--- src/rtl/mc_pkg.sv ---
// Shared definitions for the multi-cycle MIPS control unit.
//   state_t : FSM state codes (also exported on the 4-bit debug state port)
//   OP_*    : instruction[31:26] opcodes recognised by the decoder
//   SRCB_*, ALU_*, PC_* : datapath mux / ALU control encodings
//   ctrl_t  : bundle of all state-decoded datapath control outputs
package mc_pkg;

    typedef enum logic [3:0] {
        S_IDLE   = 4'd0,
        S_FETCH  = 4'd1,
        S_DECODE = 4'd2,
        S_MEMADR = 4'd3,
        S_MEMRD  = 4'd4,
        S_MEMWB  = 4'd5,
        S_MEMWR  = 4'd6,
        S_EXEC   = 4'd7,
        S_ALUWB  = 4'd8,
        S_BRANCH = 4'd9,
        S_ADDIEX = 4'd10,
        S_ADDIWB = 4'd11,
        S_JUMP   = 4'd12
    } state_t;

    localparam logic [5:0] OP_R    = 6'b000000;
    localparam logic [5:0] OP_LW   = 6'b100011;
    localparam logic [5:0] OP_SW   = 6'b101011;
    localparam logic [5:0] OP_BEQ  = 6'b000100;
    localparam logic [5:0] OP_ADDI = 6'b001000;
    localparam logic [5:0] OP_LH   = 6'b100001;
    localparam logic [5:0] OP_LHU  = 6'b100101;
    localparam logic [5:0] OP_J    = 6'b000010;

    localparam logic [1:0] SRCB_REGB    = 2'b00;
    localparam logic [1:0] SRCB_FOUR    = 2'b01;
    localparam logic [1:0] SRCB_IMM     = 2'b10;
    localparam logic [1:0] SRCB_IMM_SH2 = 2'b11;

    localparam logic [1:0] ALU_ADD   = 2'b00;
    localparam logic [1:0] ALU_SUB   = 2'b01;
    localparam logic [1:0] ALU_FUNCT = 2'b10;

    localparam logic [1:0] PC_ALU    = 2'b00;
    localparam logic [1:0] PC_ALUOUT = 2'b01;
    localparam logic [1:0] PC_JUMP   = 2'b10;

    typedef struct packed {
        logic       pc_write;
        logic       pc_write_cond;
        logic       i_or_d;
        logic       mem_read;
        logic       mem_write;
        logic       ir_write;
        logic       reg_dst;
        logic       mem_to_reg;
        logic       reg_write;
        logic       alu_src_a;
        logic [1:0] alu_src_b;
        logic [1:0] alu_op;
        logic [1:0] pc_src;
        logic       ld_half;
        logic       ld_signed;
    } ctrl_t;

endpackage

--- src/rtl/mc_out_decode.sv ---
// Combinational control-output map for the multi-cycle controller.
//   state  : current FSM state
//   op_q   : opcode latched in DECODE (selects halfword/sign load controls)
//   mem_ok : memory access completes this cycle (already gated by WAIT_MEM)
//   ctrl   : all datapath controls; anything not named for a state is 0
module mc_out_decode
    import mc_pkg::*;
(
    input  state_t     state,
    input  logic [5:0] op_q,
    input  logic       mem_ok,
    output ctrl_t      ctrl
);

    always_comb begin
        ctrl = '0;
        case (state)
            S_FETCH: begin
                ctrl.mem_read  = 1'b1;
                ctrl.alu_src_b = SRCB_FOUR;
                ctrl.alu_op    = ALU_ADD;
                ctrl.pc_src    = PC_ALU;
                // IR and PC only update on the cycle the fetch completes.
                ctrl.ir_write  = mem_ok;
                ctrl.pc_write  = mem_ok;
            end
            S_DECODE: begin
                // Precompute the branch target while the opcode is decoded.
                ctrl.alu_src_b = SRCB_IMM_SH2;
            end
            S_MEMADR: begin
                ctrl.alu_src_a = 1'b1;
                ctrl.alu_src_b = SRCB_IMM;
            end
            S_MEMRD: begin
                ctrl.i_or_d   = 1'b1;
                ctrl.mem_read = 1'b1;
            end
            S_MEMWB: begin
                ctrl.mem_to_reg = 1'b1;
                ctrl.reg_write  = 1'b1;
                ctrl.ld_half    = (op_q == OP_LH) || (op_q == OP_LHU);
                ctrl.ld_signed  = (op_q == OP_LW) || (op_q == OP_LH);
            end
            S_MEMWR: begin
                ctrl.i_or_d    = 1'b1;
                ctrl.mem_write = 1'b1;
            end
            S_EXEC: begin
                ctrl.alu_src_a = 1'b1;
                ctrl.alu_src_b = SRCB_REGB;
                ctrl.alu_op    = ALU_FUNCT;
            end
            S_ALUWB: begin
                ctrl.reg_dst   = 1'b1;
                ctrl.reg_write = 1'b1;
            end
            S_BRANCH: begin
                ctrl.alu_src_a     = 1'b1;
                ctrl.alu_op        = ALU_SUB;
                ctrl.pc_write_cond = 1'b1;
                ctrl.pc_src        = PC_ALUOUT;
            end
            S_ADDIEX: begin
                ctrl.alu_src_a = 1'b1;
                ctrl.alu_src_b = SRCB_IMM;
            end
            S_ADDIWB: begin
                ctrl.reg_write = 1'b1;
            end
            S_JUMP: begin
                ctrl.pc_write = 1'b1;
                ctrl.pc_src   = PC_JUMP;
            end
            default: ;
        endcase
    end

endmodule

--- src/rtl/multicycle_controller.sv ---
// Multi-cycle MIPS main controller: sequences each instruction through
// fetch/decode/execute/memory/writeback and drives the datapath as Moore
// outputs of the registered state.
// Ports:
//   clk, rst         : rising-edge clock, asynchronous active-high reset
//   opcode           : instruction[31:26], only looked at in DECODE
//   mem_ready        : memory handshake (see below)
//   pc_write .. ld_signed : datapath controls (see mc_out_decode)
//   illegal          : unknown/disabled opcode seen in DECODE this cycle
//   err_sticky       : latched illegal, cleared only by rst
//   state            : current state code, debug
//   instr_count      : retired instructions, wraps modulo 2^CNT_W
//
// Memory handshake: the controller holds mem_read/mem_write (the request)
// steady in FETCH, MEMRD and MEMWR; the access completes on the first
// rising edge where mem_ready=1 in one of those states, and only then does
// the state advance. mem_ready is don't-care in every other state, and is
// treated as always 1 when WAIT_MEM=0.
module multicycle_controller
    import mc_pkg::*;
#(
    parameter bit ENABLE_HALF = 1'b1,
    parameter bit ENABLE_JUMP = 1'b1,
    parameter bit WAIT_MEM    = 1'b1,
    parameter int CNT_W       = 16
) (
    input  logic             clk,
    input  logic             rst,
    input  logic [5:0]       opcode,
    input  logic             mem_ready,
    output logic             pc_write,
    output logic             pc_write_cond,
    output logic             i_or_d,
    output logic             mem_read,
    output logic             mem_write,
    output logic             ir_write,
    output logic             reg_dst,
    output logic             mem_to_reg,
    output logic             reg_write,
    output logic             alu_src_a,
    output logic [1:0]       alu_src_b,
    output logic [1:0]       alu_op,
    output logic [1:0]       pc_src,
    output logic             ld_half,
    output logic             ld_signed,
    output logic             illegal,
    output logic             err_sticky,
    output logic [3:0]       state,
    output logic [CNT_W-1:0] instr_count
);

    state_t           state_q;
    state_t           state_d;
    logic [5:0]       op_q;
    logic             err_q;
    logic [CNT_W-1:0] cnt_q;
    logic             mem_ok;
    logic             op_legal;
    logic             decode_illegal;
    logic             retire;
    ctrl_t            ctrl;

    assign mem_ok = WAIT_MEM ? mem_ready : 1'b1;

    always_comb begin
        op_legal = 1'b0;
        case (opcode)
            OP_R, OP_LW, OP_SW, OP_BEQ, OP_ADDI: op_legal = 1'b1;
            OP_LH, OP_LHU:                       op_legal = ENABLE_HALF;
            OP_J:                                op_legal = ENABLE_JUMP;
            default:                             op_legal = 1'b0;
        endcase
    end

    assign decode_illegal = (state_q == S_DECODE) && !op_legal;

    // Next state plus the retire strobe, which marks every transition into
    // FETCH that completes an instruction (illegal decode does not retire).
    always_comb begin
        state_d = state_q;
        retire  = 1'b0;
        case (state_q)
            S_IDLE:   state_d = S_FETCH;
            S_FETCH:  if (mem_ok) state_d = S_DECODE;
            S_DECODE: begin
                if (!op_legal) begin
                    state_d = S_FETCH;
                end else begin
                    case (opcode)
                        OP_R:                       state_d = S_EXEC;
                        OP_LW, OP_LH, OP_LHU, OP_SW: state_d = S_MEMADR;
                        OP_BEQ:                     state_d = S_BRANCH;
                        OP_ADDI:                    state_d = S_ADDIEX;
                        OP_J:                       state_d = S_JUMP;
                        default:                    state_d = S_FETCH;
                    endcase
                end
            end
            S_MEMADR: state_d = (op_q == OP_SW) ? S_MEMWR : S_MEMRD;
            S_MEMRD:  if (mem_ok) state_d = S_MEMWB;
            S_MEMWB: begin
                state_d = S_FETCH;
                retire  = 1'b1;
            end
            S_MEMWR: begin
                if (mem_ok) begin
                    state_d = S_FETCH;
                    retire  = 1'b1;
                end
            end
            S_EXEC:   state_d = S_ALUWB;
            S_ALUWB: begin
                state_d = S_FETCH;
                retire  = 1'b1;
            end
            S_BRANCH: begin
                state_d = S_FETCH;
                retire  = 1'b1;
            end
            S_ADDIEX: state_d = S_ADDIWB;
            S_ADDIWB: begin
                state_d = S_FETCH;
                retire  = 1'b1;
            end
            S_JUMP: begin
                state_d = S_FETCH;
                retire  = 1'b1;
            end
            // Unused encodings recover without touching counter or flag.
            default:  state_d = S_FETCH;
        endcase
    end

    always_ff @(posedge clk or posedge rst) begin
        if (rst) begin
            state_q <= S_IDLE;
            op_q    <= '0;
            err_q   <= 1'b0;
            cnt_q   <= '0;
        end else begin
            state_q <= state_d;
            if (state_q == S_DECODE) op_q <= opcode;
            if (decode_illegal)      err_q <= 1'b1;
            if (retire)              cnt_q <= cnt_q + CNT_W'(1);
        end
    end

    mc_out_decode u_out_decode (
        .state  (state_q),
        .op_q   (op_q),
        .mem_ok (mem_ok),
        .ctrl   (ctrl)
    );

    assign pc_write      = ctrl.pc_write;
    assign pc_write_cond = ctrl.pc_write_cond;
    assign i_or_d        = ctrl.i_or_d;
    assign mem_read      = ctrl.mem_read;
    assign mem_write     = ctrl.mem_write;
    assign ir_write      = ctrl.ir_write;
    assign reg_dst       = ctrl.reg_dst;
    assign mem_to_reg    = ctrl.mem_to_reg;
    assign reg_write     = ctrl.reg_write;
    assign alu_src_a     = ctrl.alu_src_a;
    assign alu_src_b     = ctrl.alu_src_b;
    assign alu_op        = ctrl.alu_op;
    assign pc_src        = ctrl.pc_src;
    assign ld_half       = ctrl.ld_half;
    assign ld_signed     = ctrl.ld_signed;
    assign illegal       = decode_illegal;
    assign err_sticky    = err_q;
    assign state         = state_q;
    assign instr_count   = cnt_q;

endmodule

--- config.mk ---
export PLATFORM = sky130hd
export DESIGN_NAME = multicycle_controller
export DESIGN_NICKNAME = d
export VERILOG_FILES = /design/src/rtl/mc_pkg.sv /design/src/rtl/mc_out_decode.sv /design/src/rtl/multicycle_controller.sv
export SDC_FILE = /design/constraint.sdc
export NUM_CORES = 1
export LEC_CHECK = 0
export BUFFER_PORTS_ARGS = -buffer_cell sky130_fd_sc_hd__buf_2
export CAP_MARGIN = 25
export CORE_ASPECT_RATIO = 1.75
export CORE_MARGIN = 1
export CORE_UTILIZATION = 50
export CTS_CLUSTER_SIZE = 28
export DETAILED_ROUTE_END_ITERATION = 12
export PLACE_DENSITY_LB_ADDON = 0.3
export SYNTH_ARGS = -nofsm -noshare
export SYNTH_HDL_FRONTEND = slang
export SYNTH_SLANG_ARGS = --single-unit
--- constraint.sdc ---
create_clock -name clk -period 2.9 [get_ports clk]
set_input_delay 0.435 -clock clk [delete_from_list [all_inputs] [get_ports clk]]
set_output_delay 0.435 -clock clk [all_outputs]
set_load 0.02 [all_outputs]
==> results.md, run 1 <==
- Iteration-0 DRC Markers: 42
- Status: finished, final reports clean
- Reg2Reg Capture Point: instr_count[14]$_DFFE_PP0P_
- First-pass GRT wire length: 5885 um
- Clock Latency Late Sink: 0.27 ns
- Core Area: 0.002960 mm^2
- Unique masters post-synth: 47
- Main flop type after synthesis: dfrtp_1
- Final Skew: 0.006759 ns
- Post-CTS Repair Setup Buffers: 0
- Clk sinks: 27
- Antenna Nets Post-Route: 0
- Mapped Nets: 176
- TNS Setup: 0 ns
- Diode count: 0
- VDD IR max: 769.6 uV
- WL final: 3674 um
- Hold Violations, Final: 0
- Fin nets: 221
- Critical Path Start Type: flip-flop
- Overall Global Routing Usage: 22.40%
- # hold bufs at CTS: 0
- Resized Gates After CTS: 0
- Largest net degree at the start of global routing: 28
- Crit path capture type: output port
- Comb power frac: 46.6%
- #FFs+latches synth: 27
- Max Transition Viols Final: 0
- Sw Ratio: 45.22%
- Max-slew headroom: 56.40%
- Worst Path Max Fanout: 19
- Finish-stage setup viols: 0
- Initial Utilization: 53.59%
- CP Class: reg2out
- Clock Power Share: 13.8%
- Fraction of registers with async set/reset: 100.0%
- RSZ-0062 raised after global routing: no
- Via count: 1444
- Final WS setup: 0.3883 ns
- CP startpoint: state[3]$_DFFE_PP0P_
- WL/cell: 14.58 um
- Clock-pin slew on the worst setup and hold paths: 0.10 ns
- GRT Residual Overflow: 0
- P_leak: 0.8966 nW
- Vias in the first global route: 1300
- R2r startpoint: state[1]$_DFFE_PP0P_
- DRC errors left: 0
- FMAX: 0.3981 GHz
- Sw power: 0.7156 mW
- DR pass1 iterations: 5
- Yosys warning count: 0
- Post-DP HPWL: 2767 um
- Commonest cells after routing, fill and taps aside: buf_2 (48), dfrtp_1 (27), nand2_1 (13)
- Pre-CTS setup slack: 0.6988 ns
- Sequential share of the synthesized area: 42.59%
- Die Ht: 76.52 um
- Reg2reg path depth: 5
- CTS Buf Count: 3
- Die area: 0.003411 mm^2
- CTS max path bufs: 2
- Root Driver: clkbuf_8
- Tightest Hold Check Type: in2async
- Commonest non-fill, non-tap cell in the layout: buf_2
- Mapped Cells: 166
- Worst EP required: 2.47 ns
- Die W: 44.58 um
- Syn Area/Cell: 9.557 um^2
- Post-synth EDFFs: 0
- Crit path DAT: 2.08 ns
- CTS tree: built
- Row cnt: 26
- Port bufs: 48
- Slew @ Worst Pin: 0.6540 ns
- Power Density: 827.3 mW/mm^2
- Share of layout cells above drive strength 1: 34.29%
- Initial antenna violation count: 0
- Cell-internal power: 0.8670 mW
- Max Cap Viol: 0
- # IOs: 49
- Final hold slack: 0.03570 ns
- Sequential share of power: 39.6%
- Crit share post-route: 86.61%
- Area Overhead vs Synth: 20.58%
- R2r setup slk: 0.64 ns
- H-tree levels: 1
- Fill cell count: 254
- Fin crit period: 2.512 ns
- Synth Cell Area: 0.001587 mm^2
- Routability congestion estimate: 0.9462
- Routed vias/inst: 5.730
-- worst max-delay path by stage --
stage,cells past startpoint,end
after global placement,4,ld_half
after global routing,4,ld_half
after CTS,4,ld_half
after detailed placement,5,instr_count[14]$_DFFE_PP0P_
final,4,ld_half
after floorplan,4,reg_write
-- state kept, by name (all words and copies together) (netlist names) --
signal and cells:
instr_count 16, op_q 6, state 4, err_sticky 1
-- power groups by stage --
stage / combinational, mW / clock (mW) / sequential, mW
floorplan: 0.532 / 0 / 0.616
global placement: 0.717 / 0 / 0.623
detailed placement: 0.731 / 0 / 0.631
CTS: 0.734 / 0.222 / 0.623
global route: 0.796 / 0.233 / 0.648
finish: 0.737 / 0.218 / 0.627
-- kinds of logic after synthesis --
logic type / count (synthesis) / synth area share, %
and+or+nand+nor: 72 / 25.08
DFF: 27 / 42.59
AOI/OAI and AO/OA: 26 / 12.30
xor gates and xnor gates: 17 / 9.385
buffers and inverters: 15 / 4.337
muxes: 7 / 4.889
adders and majority gates: 2 / 1.419
-- stage by stage --
stage / util [%] / area, um^2 / cells / total power [mW]
2_1_floorplan: - / 1587 / 166 / 1.148
6_report: 64.62 / 1913 / 252 / 1.583
3_5_place_dp: 62.05 / 1837 / 247 / 1.363
4_1_cts: 63.69 / 1886 / 251 / 1.580
3_3_place_gp: 62.05 / 1837 / 247 / 1.340
5_1_grt: 64.62 / 1913 / 252 / 1.677
-- routing by layer --
layer	vias up	track usage [%]	routed length, um
li1	676	-	-
met1	687	25.04	1400
met2	67	40.15	2013
met3	14	2.133	173
met4	0	10.30	86
met5	-	0	0
-- final cells by class --
class,instances,area [um^2],share of cell area (%)
Clock buffer,3,41.29,2.158
Clock inverter,1,7.507,0.3924
Inverter,5,18.77,0.9810
Multi-Input combinational cell,124,842.1,44.02
Sequential cell,27,675.6,35.32
Tap cell,42,52.55,2.747
Timing Repair Buffer,50,275.3,14.39
-- synth_stat cells, types with 3 or more instances --
master,instances,area share (%)
a21oi_1,6,1.9
and3_1,5,2.0
buf_4,3,1.4
clkbuf_1,4,0.95
dfrtp_1,27,43
inv_1,4,0.95
mux2_2,6,4.3
nand2_1,13,3.1
nand2b_1,4,1.6
nand3_1,7,2.2
nand4_1,6,2.4
nor2_1,12,2.8
nor3_1,9,2.8
o21ai_0,6,1.9
or2_2,4,1.6
xnor2_1,11,6.1
xor2_1,6,3.3
-- worst max-delay path, cell delays in order, from the launching register on --
cell and delay, ns:
dfrtp_1 0.63, nand2b_1 0.31, or2_2 0.39, nor4_1 0.26
buf_2 0.22
Note: power is estimated with default switching activity, not from simulation.
==> run 2: changes to the inputs <==
Settings changed: BUFFER_PORTS_ARGS -buffer_cell sky130_fd_sc_hd__buf_2 to -buffer_cell sky130_fd_sc_hd__buf_4, CTS_BUF_LIST from default to sky130_fd_sc_hd__clkbuf_8.
==> run 2 against run 1 <==
Final cell count did not move. Hold slack improved by 0.011 ns. Global-route usage rose by 0.84 points. Via count is 0.28% lower. Clock skew down 0.00099 ns. Maximum frequency increased by 0.65%. Count of clock-buffer cells in the layout is the same. Sequential share of layout area shrank 2.1 points. Clock power rose by 3%. Sequential power is 0.8% higher. Power rose by 5.0%. Largest cell class unchanged.
==> results.md, run 2 (synthesis gave the netlist of run 1 again) <==
- Clk sinks: 27 (unchanged)
- Post-DP HPWL: 2763 um (was 2767 um)
- Max-slew headroom: 56.81% (was 56.40%)
- Max Transition Viols Final: 0 (unchanged)
- Fin crit period: 2.495 ns (was 2.512 ns)
- Resized Gates After CTS: 0 (unchanged)
- Post-CTS Repair Setup Buffers: 0 (unchanged)
- Initial Utilization: 53.59% (unchanged)
- First-pass GRT wire length: 6092 um (was 5885 um)
- Met3 wire len: 198 um (was 173 um)
- Max Cap Viol: 0 (unchanged)
- Port bufs: 48 (unchanged)
- Sw power: 0.7271 mW (was 0.7156 mW)
- Worst Path Max Fanout: 19 (unchanged)
- Area of the multi-input gates: 842.1 um^2 (unchanged)
- Die Ht: 76.52 um (unchanged)
- Cell-internal power: 0.9343 mW (was 0.8670 mW)
- VDD IR max: 641.8 uV (was 769.6 uV)
- Root Driver: clkbuf_8 (unchanged)
- Initial antenna violation count: 0 (unchanged)
- # hold bufs at CTS: 0 (unchanged)
- Sw Ratio: 43.77% (was 45.22%)
- Commonest cells after routing, fill and taps aside: buf_4 (49), dfrtp_1 (27), nand2_1 (13) (was buf_2 (48), dfrtp_1 (27), nand2_1 (13))
- Slew @ Worst Pin: 0.6479 ns (was 0.6540 ns)
- Finish-stage setup viols: 0 (unchanged)
- P_leak: 0.9138 nW (was 0.8966 nW)
- WL/cell: 14.64 um (was 14.58 um)
- H-tree levels: 1 (unchanged)
- Diode count: 0 (unchanged)
- Iteration-0 DRC Markers: 50 (was 42)
- Clock Latency Late Sink: 0.28 ns (was 0.27 ns)
- DR pass1 iterations: 4 (was 5)
- CP Class: reg2out (unchanged)
- Area Overhead vs Synth: 28.15% (was 20.58%)
- GRT Residual Overflow: 0 (unchanged)
- WL final: 3689 um (was 3674 um)
- Worst EP required: 2.47 ns (about the same)
- Sequential share of power: 38.0% (was 39.6%)
- Status: finished, final reports clean (unchanged)
- Antenna Nets Post-Route: 0 (unchanged)
- Core Area: 0.002960 mm^2 (unchanged)
- Met2 wire len: 2003 um (was 2013 um)
- Overall Global Routing Usage: 23.24% (was 22.40%)
- Die W: 44.58 um (unchanged)
- WL met1: 1355 um (was 1400 um)
- Die area: 0.003411 mm^2 (unchanged)
- Max reg flops: 16 (unchanged)
- Routed vias/inst: 5.714 (was 5.730)
- Routability congestion estimate: 0.8955 (was 0.9462)
- CTS tree: built (unchanged)
- CTS Buf Count: 3 (unchanged)
- Comb power frac: 48.5% (was 46.6%)
- Fin nets: 221 (unchanged)
- Top sig layer: met4 (unchanged)
- FMAX: 0.4007 GHz (was 0.3981 GHz)
- Tightest Hold Check Type: in2async (unchanged)
- Via count: 1440 (was 1444)
- Register area: 675.6 um^2 (unchanged)
- Final Skew: 0.005772 ns (was 0.006759 ns)
- Critical Path Start Type: flip-flop (unchanged)
- Share of layout cells above drive strength 1: 34.29% (unchanged)
- Hold Violations, Final: 0 (unchanged)
- DRC errors left: 0 (unchanged)
- Commonest non-fill, non-tap cell in the layout: buf_4 (was buf_2)
- Crit path capture type: output port (unchanged)
- Vias in the first global route: 1381 (was 1300)
- RSZ-0062 raised after global routing: no (unchanged)
- Non-filler cells, final: 252 (unchanged)
- Dpl cells: 247 (unchanged)
- Clock-pin slew on the worst setup and hold paths: 0.10 ns (about the same)
- Fill cell count: 239 (was 254)
- Crit share post-route: 86.05% (was 86.61%)
- Power Density: 817.1 mW/mm^2 (was 827.3 mW/mm^2)
- Clock Power Share: 13.5% (was 13.8%)
- TNS Setup: 0 ns (unchanged)
- CTS max path bufs: 2 (unchanged)
- Largest net degree at the start of global routing: 28 (unchanged)
- # IOs: 49 (unchanged)
- Crit path DAT: 2.06 ns (was 2.08 ns)
- Row cnt: 26 (unchanged)
==> run 2: cell counts in the layout (fill, tap and decap cells not counted) <==
No cell type changed its count.
==> run 2: worst max-delay path, stage by stage (launching register included) <==
cell	delay, ns
dfrtp_1	0.62
nand2b_1	0.31
or2_2	0.39
nor4_1	0.27
buf_4	0.20
==> run 2: area by class of cell <==
class                      count  share of cell area (%)
timing repair buffer          50                   19.45
clock buffer                   3                   2.031
inverter                       5                  0.9231
clock inverter                 1                  0.3692
tap                           42                   2.585
multi-input combinational    124                   41.42
sequential                    27                   33.23
==> run 2: path summary, 6_finish.rpt <==
kind                       depth (start not counted)  slack, ns              startpoint                          end
min                                                2       0.05                     rst       err_sticky$_DFFE_PP0P_
max                                                4       0.40    state[3]$_DFFE_PP0P_                      ld_half
min in group clk                                   2       0.43               opcode[4]          op_q[4]$_DFFE_PP0P_
min reg2reg                                        1       0.49  err_sticky$_DFFE_PP0P_       err_sticky$_DFFE_PP0P_
max in group asynchronous                          3       2.47                     rst         state[2]$_DFFE_PP0P_
max reg2reg                                        5       0.66    state[1]$_DFFE_PP0P_  instr_count[14]$_DFFE_PP0P_
==> run 2: stage by stage <==
stage | hold slack, ns | power, mW | util [%] | cell area (um^2) | worst slack [ns]
5_1_grt | 0.04186 | 1.759 | 68.68 | 2033 | 0.2460
3_5_place_dp | 0.4669 | 1.437 | 66.10 | 1957 | 0.6807
2_1_floorplan | 0.4714 | 1.148 | - | 1587 | 0.4780
3_3_place_gp | 0.4661 | 1.411 | 66.10 | 1957 | 0.7492
4_1_cts | 0.4296 | 1.656 | 67.75 | 2006 | 0.4019
6_report | 0.04648 | 1.661 | 68.68 | 2033 | 0.4046
==> run 2: routing by layer <==
metal | vias up | global-route usage (%)
met5 | - | 0
met4 | 0 | 13.03
met3 | 13 | 4.028
met2 | 61 | 39.41
met1 | 690 | 25.92
li1 | 676 | -
==> run 2: power groups by stage <==
stage                     Combinational, mW  Clock [mW]  Sequential (mW)
after detailed placement              0.804           0            0.633
final                                 0.806       0.224            0.632
after global routing                  0.872       0.238            0.649
after floorplan                       0.532           0            0.616
after CTS                             0.806       0.224            0.625
after global placement                0.787           0            0.624
==> run 3: changes to the inputs <==
Settings changed: CORE_MARGIN 1 to default, CORE_UTILIZATION 50 to 35, RECOVER_POWER from default to 50.
==> run 3 against run 2 <==
Maximum frequency rose by 2.6%. Largest cell class unchanged. Count of clock-buffer cells in the layout unchanged. Utilization shrank 24 points. Highest routed layer unchanged. Via count down 0.97%. Register-to-register slack lost 0.02 ns. Largest power group unchanged. Wire length rose by 4.1%. Die area up 41%. Non-clock buffer count rose by 1. Clock power shrank 8%. The run now ends with max-capacitance violations, max-slew violations left.
==> results.md, run 3 (synthesis gave the netlist of run 1 again) <==
- Via count: 1426 (was 1440)
- Max Transition Viols Final: 28 (was 0)
- Hold Path Depth: 2
- Iteration-0 DRC Markers: 33 (was 50)
- H-tree levels: 1 (unchanged)
- Share of layout cells above drive strength 1: 25.59% (was 34.29%)
- Reg2reg path depth: 5 (unchanged)
- Vias in the first global route: 1326 (was 1381)
- Commonest non-fill, non-tap cell in the layout: buf_4 (unchanged)
- R2r startpoint: state[1]$_DFFE_PP0P_ (unchanged)
- Sw Ratio: 44.11% (was 43.77%)
- Clk sinks: 27 (unchanged)
- Post-CTS Repair Setup Buffers: 0 (unchanged)
- First-pass GRT wire length: 6244 um (was 6092 um)
- Final Skew: 0.002177 ns (was 0.005772 ns)
- Core Util, Final: 44.93% (was 68.68%)
- # hold bufs at CTS: 0 (unchanged)
- Max-slew headroom: -1.211% (was 56.81%)
- Root Driver: clkbuf_8 (unchanged)
- Cell-internal power: 0.9025 mW (was 0.9343 mW)
- Clock Latency Late Sink: 0.27 ns (was 0.28 ns)
- Post-DP HPWL: 2870 um (was 2763 um)
- Worst EP required: 2.47 ns (about the same)
- Die W: 52.90 um (was 44.58 um)
- CTS Buf Count: 3 (unchanged)
- WL final: 3839 um (was 3689 um)
- CTS max path bufs: 2 (unchanged)
- TNS Setup: 0 ns (unchanged)
- Total power draw: 1.615 mW (was 1.661 mW)
- Crit-path cells: nand2b_1 -> or2_2 -> nor4_1 -> buf_4 (unchanged)
- RSZ-0062 raised after global routing: no (unchanged)
- Sequential share of power: 38.7% (was 38.0%)
- Slew @ Worst Pin: 1.518 ns (was 0.6479 ns)
- Status: complete, but fails checks (was finished, final reports clean)
- Fin nets: 222 (was 221)
- WL/cell: 14.65 um (was 14.64 um)
- Die area: 0.004817 mm^2 (was 0.003411 mm^2)
- Commonest cells after routing, fill and taps aside: buf_4 (32), dfrtp_1 (27), clkbuf_1 (18) (was buf_4 (49), dfrtp_1 (27), nand2_1 (13))
- VDD IR max: 448.5 uV (was 641.8 uV)
- FMAX: 0.4113 GHz (was 0.4007 GHz)
- P_leak: 0.8467 nW (was 0.9138 nW)
- Hold path startpoint: opcode[4]
- Die Ht: 91.07 um (was 76.52 um)
- Port bufs: 48 (unchanged)
- Largest delay share family, worst path: simple AND/OR/NAND/NOR gates (unchanged)
- Clock Power Share: 12.8% (was 13.5%)
- Max reg flops: 16 (unchanged)
- DRC errors left: 0 (unchanged)
- CP bufs+invs: 1 (unchanged)
- Tightest Hold Check Type: in2reg (was in2async)
- Largest stage delay, worst path: 0.70 ns (was 0.62 ns)
- Diode count: 0 (unchanged)
- Routed vias/inst: 5.443 (was 5.714)
- Power Density: 823.6 mW/mm^2 (was 817.1 mW/mm^2)
- Fill cell count: 454 (was 239)
- Largest net degree at the start of global routing: 28 (unchanged)
- Failing checks: max-capacitance violations, max-slew violations
- Resized Gates After CTS: 0 (unchanged)
- Clock-pin slew on the worst setup and hold paths: 0.09 ns (was 0.10 ns)
- Antenna Nets Post-Route: 0 (unchanged)
- Crit path DAT: 2.00 ns (was 2.06 ns)
- Area post-placement: 0.001983 mm^2 (was 0.001957 mm^2)
- CP max stage cell: dfrtp_1 (unchanged)
- GRT Residual Overflow: 0 (unchanged)
- Core Area: 0.004364 mm^2 (was 0.002960 mm^2)
- Initial Utilization: 36.35% (was 53.59%)
- Area Overhead vs Synth: 23.58% (was 28.15%)
- # IOs: 49 (unchanged)
- Comb power frac: 48.5% (about the same)
- Crit share post-route: 83.84% (was 86.05%)
- Final Cell Area: 0.001961 mm^2 (was 0.002033 mm^2)
- Crit path capture type: output port (unchanged)
- Area of the multi-input gates: 842.1 um^2 (unchanged)
- CP startpoint: state[0]$_DFFE_PP0P_ (was state[3]$_DFFE_PP0P_)
- Row cnt: 32 (was 26)
- Routability congestion estimate: 0.9141 (was 0.8955)
- Sw power: 0.7123 mW (was 0.7271 mW)
- Hold Violations, Final: 0 (unchanged)
- Overall Global Routing Usage: 17.10% (was 23.24%)
- Worst Path Max Fanout: 18 (was 19)
- Finish-stage setup viols: 0 (unchanged)
- DR pass1 iterations: 4 (unchanged)
- Register area: 675.6 um^2 (unchanged)
- Max Cap Viol: 1 (was 0)
- Fin crit period: 2.431 ns (was 2.495 ns)
- CTS tree: built (unchanged)
- Crit path depth: 4 (unchanged)
- CP Class: reg2out (unchanged)
- Initial antenna violation count: 0 (unchanged)
- Critical Path Start Type: flip-flop (unchanged)
run 3: worst register-to-register path: stages, from the launching register on:
cell	delay, ns
dfrtp_1	0.65
nor2b_2	0.45
a21oi_2	0.13
o32ai_2	0.54
and3_1	0.27
xor2_1	0.15
run 3: layer usage:
layer	part of all wire [%]	vias to the layer above	global-route usage [%]
li1	-	677	-
met1	40	697	20.11
met2	53	44	29.01
met3	4.5	8	1.843
met4	2.7	0	8.991
met5	0	-	0
run 3: final cells by class:
type / instances / area share [%]
multi-input combinational: 124 / 42.95
tap: 51 / 3.255
clock inverter: 1 / 0.1914
timing repair buffer: 51 / 16.08
inverter: 5 / 0.9572
sequential: 27 / 34.46
clock buffer: 3 / 2.106
run 3: worst paths after layout:
check                                                   end  slack (ns)
worst max-delay path                                ld_half        0.47
worst min-delay path                    op_q[4]$_DFFE_PP0P_        0.46
worst max register to register  instr_count[14]$_DFFE_PP0P_        0.64
worst min register to register  instr_count[15]$_DFFE_PP0P_        0.47
max in group asynchronous              state[1]$_DFFE_PP0P_        1.33
min in group asynchronous               op_q[4]$_DFFE_PP0P_        0.68
run 3: power by group through the flow:
stage	Clock (mW)	Sequential, mW	Combinational (mW)
floorplan	0	0.616	0.532
global placement	0	0.633	0.813
detailed placement	0	0.634	0.816
CTS	0.219	0.626	0.820
global route	0.232	0.644	0.852
finish	0.207	0.625	0.783
run 3: stage by stage:
step,std cells,hold slack (ns),setup WS [ns]
after detailed placement,258,0.4760,0.6441
after CTS,262,0.2295,0.4331
final,262,0.4553,0.4686
after floorplan,166,0.4714,0.4780
after global routing,262,0.4394,0.2618
after global placement,258,0.4624,0.6558
